[src/rtl/amiq_dcr_slave_regs.sv]
`default_nettype none
// +----------------------------------------------------------------------------+
// | amiq_dcr_slave_regs : DCR target with a register bank and programmable     |
// |   acknowledge delay. Optional AMIQ_DCR_SLAVE_ERR_CNT_EN adds err_cnt.      |
// | Revision: 1.0                                                              |
// +----------------------------------------------------------------------------+
module amiq_dcr_slave_regs #(
  parameter logic [31:0] BASE_ADDR = 32'h100,
  parameter int          NUM_REGS  = 8,
  parameter int          ACK_DELAY = 2,
  parameter logic [15:0] PRIV_MASK = 16'h0000,
  parameter logic [31:0] REG_RST   = 32'h0
) (
  input  logic                   clk,
  input  logic                   reset_n,
  input  logic                   read,
  input  logic                   write,
  input  logic                   privileged,
  input  logic [3:0]             master_id,
  input  logic [31:0]            a_bus,
  input  logic [31:0]            d_bus_out,
  output logic                   ack,
  output logic                   timeout_wait,
  output logic [31:0]            d_bus_in,
  output logic [NUM_REGS*32-1:0] reg_q,
  output logic                   priv_err,
  output logic [3:0]             last_master_id
`ifdef AMIQ_DCR_SLAVE_ERR_CNT_EN
  ,
  output logic [7:0]             err_cnt
`endif
);

  localparam int IDX_W = (NUM_REGS > 1) ? $clog2(NUM_REGS) : 1;

  typedef enum logic [1:0] {S_IDLE, S_WAIT, S_ACK, S_DONE} state_t;

  state_t           r_state, w_state_nxt;
  logic [3:0]       r_cnt, w_cnt_nxt;
  logic [IDX_W-1:0] r_idx;
  logic             r_is_wr;
  logic             r_priv;
  logic [3:0]       r_mid;
  logic [31:0]      r_regs [NUM_REGS];

  logic [31:0]      w_off;
  logic             w_hit, w_latch, w_ack_entry, w_abort, w_viol;
  logic [IDX_W-1:0] w_x_idx;
  logic             w_x_wr, w_x_priv;
  logic [3:0]       w_x_mid;

  // w_off < NUM_REGS only matters once a_bus >= BASE_ADDR, so no underflow
  assign w_off   = a_bus - BASE_ADDR;
  assign w_hit   = (a_bus >= BASE_ADDR) && (w_off < 32'(NUM_REGS));
  assign w_latch = (r_state == S_IDLE) && (read ^ write) && w_hit && !ack;

  // With zero delay the ack entry coincides with the latch edge, so use live inputs
  assign w_x_idx  = (r_state == S_IDLE) ? w_off[IDX_W-1:0] : r_idx;
  assign w_x_wr   = (r_state == S_IDLE) ? write            : r_is_wr;
  assign w_x_priv = (r_state == S_IDLE) ? privileged       : r_priv;
  assign w_x_mid  = (r_state == S_IDLE) ? master_id        : r_mid;
  assign w_viol   = PRIV_MASK[4'(w_x_idx)] && !w_x_priv;

  always_comb begin
    w_state_nxt = r_state;
    w_cnt_nxt   = r_cnt;
    w_ack_entry = 1'b0;
    w_abort     = 1'b0;
    case (r_state)
      S_IDLE: begin
        if (w_latch) begin
          if (ACK_DELAY == 0) begin
            w_state_nxt = S_ACK;
            w_ack_entry = 1'b1;
          end else begin
            w_state_nxt = S_WAIT;
            w_cnt_nxt   = 4'(ACK_DELAY - 1);
          end
        end
      end
      S_WAIT: begin
        if (!read && !write) begin
          w_state_nxt = S_IDLE;
          w_abort     = 1'b1;
        end else if (r_cnt == 4'd0) begin
          w_state_nxt = S_ACK;
          w_ack_entry = 1'b1;
        end else begin
          w_cnt_nxt = r_cnt - 4'd1;
        end
      end
      S_ACK:   if (!read && !write) w_state_nxt = S_DONE;
      S_DONE:  w_state_nxt = S_IDLE;
      default: w_state_nxt = S_IDLE;
    endcase
  end

  always_ff @(posedge clk or negedge reset_n) begin
    if (!reset_n) begin
      r_state        <= S_IDLE;
      r_cnt          <= 4'd0;
      r_idx          <= '0;
      r_is_wr        <= 1'b0;
      r_priv         <= 1'b0;
      r_mid          <= 4'd0;
      ack            <= 1'b0;
      timeout_wait   <= 1'b0;
      d_bus_in       <= 32'h0;
      priv_err       <= 1'b0;
      last_master_id <= 4'd0;
    end else begin
      r_state      <= w_state_nxt;
      r_cnt        <= w_cnt_nxt;
      priv_err     <= 1'b0;
      timeout_wait <= (w_state_nxt == S_WAIT);
      if (w_latch) begin
        r_idx   <= w_off[IDX_W-1:0];
        r_is_wr <= write;
        r_priv  <= privileged;
        r_mid   <= master_id;
      end
      if (w_ack_entry) begin
        ack            <= 1'b1;
        last_master_id <= w_x_mid;
        priv_err       <= w_viol;
        d_bus_in       <= (!w_x_wr && !w_viol) ? r_regs[w_x_idx] : 32'h0;
      end else if (w_state_nxt != S_ACK) begin
        ack      <= 1'b0;
        d_bus_in <= 32'h0;
      end
    end
  end

  always_ff @(posedge clk or negedge reset_n) begin
    if (!reset_n) begin
      for (int i = 0; i < NUM_REGS; i++) r_regs[i] <= REG_RST;
    end else if (w_ack_entry && w_x_wr && !w_viol) begin
      r_regs[w_x_idx] <= d_bus_out;
    end
  end

  for (genvar i = 0; i < NUM_REGS; i++) begin : g_reg_q
    assign reg_q[32*i +: 32] = r_regs[i];
  end

`ifdef AMIQ_DCR_SLAVE_ERR_CNT_EN
  always_ff @(posedge clk or negedge reset_n) begin
    if (!reset_n) begin
      err_cnt <= 8'd0;
    end else if ((w_abort || (w_ack_entry && w_viol)) && (err_cnt != 8'hFF)) begin
      err_cnt <= err_cnt + 8'd1;
    end
  end
`endif

endmodule
`default_nettype wire

[config.mk]
export PLATFORM = sky130hd
export DESIGN_NAME = amiq_dcr_slave_regs
export DESIGN_NICKNAME = d
export VERILOG_FILES = /design/src/rtl/amiq_dcr_slave_regs.sv
export SDC_FILE = /design/constraint.sdc
export NUM_CORES = 1
export LEC_CHECK = 0
export ABC_AREA = 1
export BUFFER_PORTS_ARGS = -buffer_cell sky130_fd_sc_hd__buf_2
export CORE_UTILIZATION = 40
export DETAILED_ROUTE_END_ITERATION = 10
export GPL_TIMING_DRIVEN = 0
export SLEW_MARGIN = 20
export SYNTH_ARGS = -nofsm -noshare
export SYNTH_HDL_FRONTEND = slang
export SYNTH_SLANG_ARGS = --single-unit
[constraint.sdc]
create_clock -name clk -period 2.35 [get_ports clk]
set_input_delay 0.235 -clock clk [delete_from_list [all_inputs] [get_ports clk]]
set_output_delay 0.235 -clock clk [all_outputs]
set_load 0.01 [all_outputs]
==> impl_metrics.yaml <==
run_status:
  status: "finished with violations"
  violations: "setup timing"
timing:
  slew_viol_final: 0
  hold_ws_ps: 23.8
  worst_pin_slew_ps: 810
  setup_viol: 2
  timing.fmax_mhz: 419
  rsz0062_at_grt: "yes"
  finalCritPeriodShare: 1.01
  min_period_ps: 2390
  clock_skew_ps: 14.2
  finalHoldViolCount: 0
  max_slew_margin: 0.458
  layout_setup_ws_ps: -35.1
synth:
  synth_warnings: 0
  synthCells: 1487
  ys_ff_latch: 308
  synth_area_um2: 13200
  syn_avg_cell_area_um2: 8.90
  synth_nets: 1563
  yosysSeqAreaShare: 0.582
  yosysUniqueCellTypes: 30
placement:
  place_area_um2: 15700
  io_buffers: 365
  dp_hpwl_um: 38400
  dp_worst_setup_slack_ps: -336
  gp_congestion: 0.866
  dp_cells: 2298
grt:
  grt_overflow_total: 0
  grt_pass1_wl_um: 79700
  grtUsageTotal: 0.319
  antenna_found_initial: 1
  grt_pass1_vias: 12900
  grt_max_degree: 92
cells_and_area:
  final_common_cell: "buf_2"
  layout_common_cells: "buf_2, nand2_1, dfrtp_1"
  stdcell_area_um2: 17300
  drive_gt1_frac: 0.284
  stdcell_count: 2373
  final_nets: 1982
  synthToLayoutAreaGrowth_pct: 30.9
clocking:
  clk_path_buf_depth: 3
  cts_tree: "built"
  cts_root_buf: "clkbuf_16"
  path_clk_slew_ps: 60
  clock-sinks: 308
  cts_max_level: 2
  worstSkewPairLatency_ps: 510
  cts_buffers: 36
drt:
  drt-pass1-iter-count: 5
  wl_per_cell_um: 23.2
  route.detailed.vias_per_inst: 5.65
  num_vias: 13400
  ant_nets: 0
  dr.first_iter.drc_count: 1237
  drt_drc_violations_left: 0
  routed_wirelength_um: 55100
pwr:
  power_mw: 19.5
  powerDensity_nw_per_um2: 1120
  peakVddDrop_mv: 0.571
  p_leak_nw: 9.25
min_path:
  hp-start: "a_bus[1]"
  hold_path_class: "in2reg"
floorplanning:
  fp.dieW_um: 184
  start_util: 0.407
  core_area_um2: 32500
  die-area_um2: 33800
  fp-row-count: 66
  ios: 368
  die_h_um: 184
critical_path:
  critPathCaptureType: "register"
  start_kind: "register"
  path_max_fanout: 10
  critPathArrivalTime_ps: 2820
  cp-startpoint: "r_state[0]"
  cp_data_required_time_ps: 2790
  r2r-start: "r_state[0]"
  critPathKind: "reg2reg"
flow_run:
  max_cap_violations: 0
==> routing by layer <==
metal	wire length, µm	global-route usage	vias to the layer above
met4	2340	0.140	0
met5	0	0	-
met3	5320	0.0794	134
met1	22300	0.417	6644
li1	-	-	5952
met2	25200	0.502	680
==> logic make-up (layout without fill, tap and decap cells) <==
group / Yosys count / count (layout) / synth area share
AO/OA/AOI/OAI: 474 / 474 / 0.192
XOR/XNOR: 2 / 2 / 0.00132
adder cells (fa/ha/maj): 3 / 3 / 0.00284
buffers and inverters: 166 / 608 / 0.0532
flip-flops: 308 / 308 / 0.582
other: 1 / 2 / 0.000283
AND/OR/NAND/NOR: 533 / 534 / 0.168
==> final cells by class <==
class	instances	area [µm²]
Antenna cell	1	2.50
Buffer	98	669
Clock buffer	50	1020
Clock inverter	12	135
Fill cell	3207	15200
Inverter	68	258
Multi-Input combinational cell	1014	4930
Sequential cell	308	7710
Tap cell	442	553
Timing Repair Buffer	380	2060
==> synth_stat cells, drive strengths merged <==
cell type / count / share of area
ha: 3 / 0.0028
nand4: 34 / 0.016
xor2: 1 / 0.00066
nand3b: 1 / 0.00057
xnor2: 1 / 0.00066
a21oi: 34 / 0.013
nor3: 4 / 0.0024
conb: 1 / 0.00028
and2: 2 / 0.00094
nand2: 356 / 0.10
o21bai: 1 / 0.00057
buf: 46 / 0.019
o21ai: 311 / 0.12
nand3: 45 / 0.017
nor2: 90 / 0.029
dfrtp: 308 / 0.58
nor3b: 1 / 0.00057
clkbuf: 52 / 0.015
inv: 68 / 0.019
o22ai: 128 / 0.060
==> sequential cells by signal, summed over array words and instances (netlist names) <==
name            flops
d_bus_in           32
r_idx               3
r_cnt               4
r_is_wr             1
ack                 1
r_state             2
reg_q             256
timeout_wait        1
last_master_id      4
r_mid               4
==> power by group <==
part | switching, mW | internal, mW | total (mW) | leakage, nW
Sequential | 0.745 | 6.12 | 6.86 | 4.28
Combinational | 4.56 | 2.50 | 7.06 | 4.39
Clock | 2.20 | 3.37 | 5.56 | 0.579
==> critical path: stages, from the launching register on <==
cell and delay [ps]:
dfrtp_1 410, nor2_4 290, buf_6 180, nand2_1 50, o21ai_1 120, inv_1 80
nor2_2 470, clkbuf_2 390, nand3_1 210, nand2_1 120
==> worst paths after layout <==
check | end | slack [ps] | cells past startpoint
min in group asynchronous | reg_q[85] | 200 | 2
worst min register to register | last_master_id[3] | 480 | 2
max in group asynchronous | reg_q[134] | 1060 | 4
worst min-delay path | r_idx[1] | 20 | 3
worst max-delay path | d_bus_in[26] | -40 | 9
worst max register to register | d_bus_in[26] | -40 | 9
==> repair_timing <==
item,in CTS,in global routing
setup buffers,0,4
setup endpoints to repair,264,288
hold endpoints to repair,73,0
gates resized for setup,102,58
cloned,0,1
hold buffers,7,0
pin swaps,1,5
==> through the flow <==
step            TNS, ps   util
4_1_cts           -9.70  0.528
3_3_place_gp   -1509770  0.480
2_1_floorplan         0      -
5_1_grt           -5470  0.533
6_report          -37.8  0.533
3_5_place_dp     -27840  0.484
(Power assumes the default switching activity.)
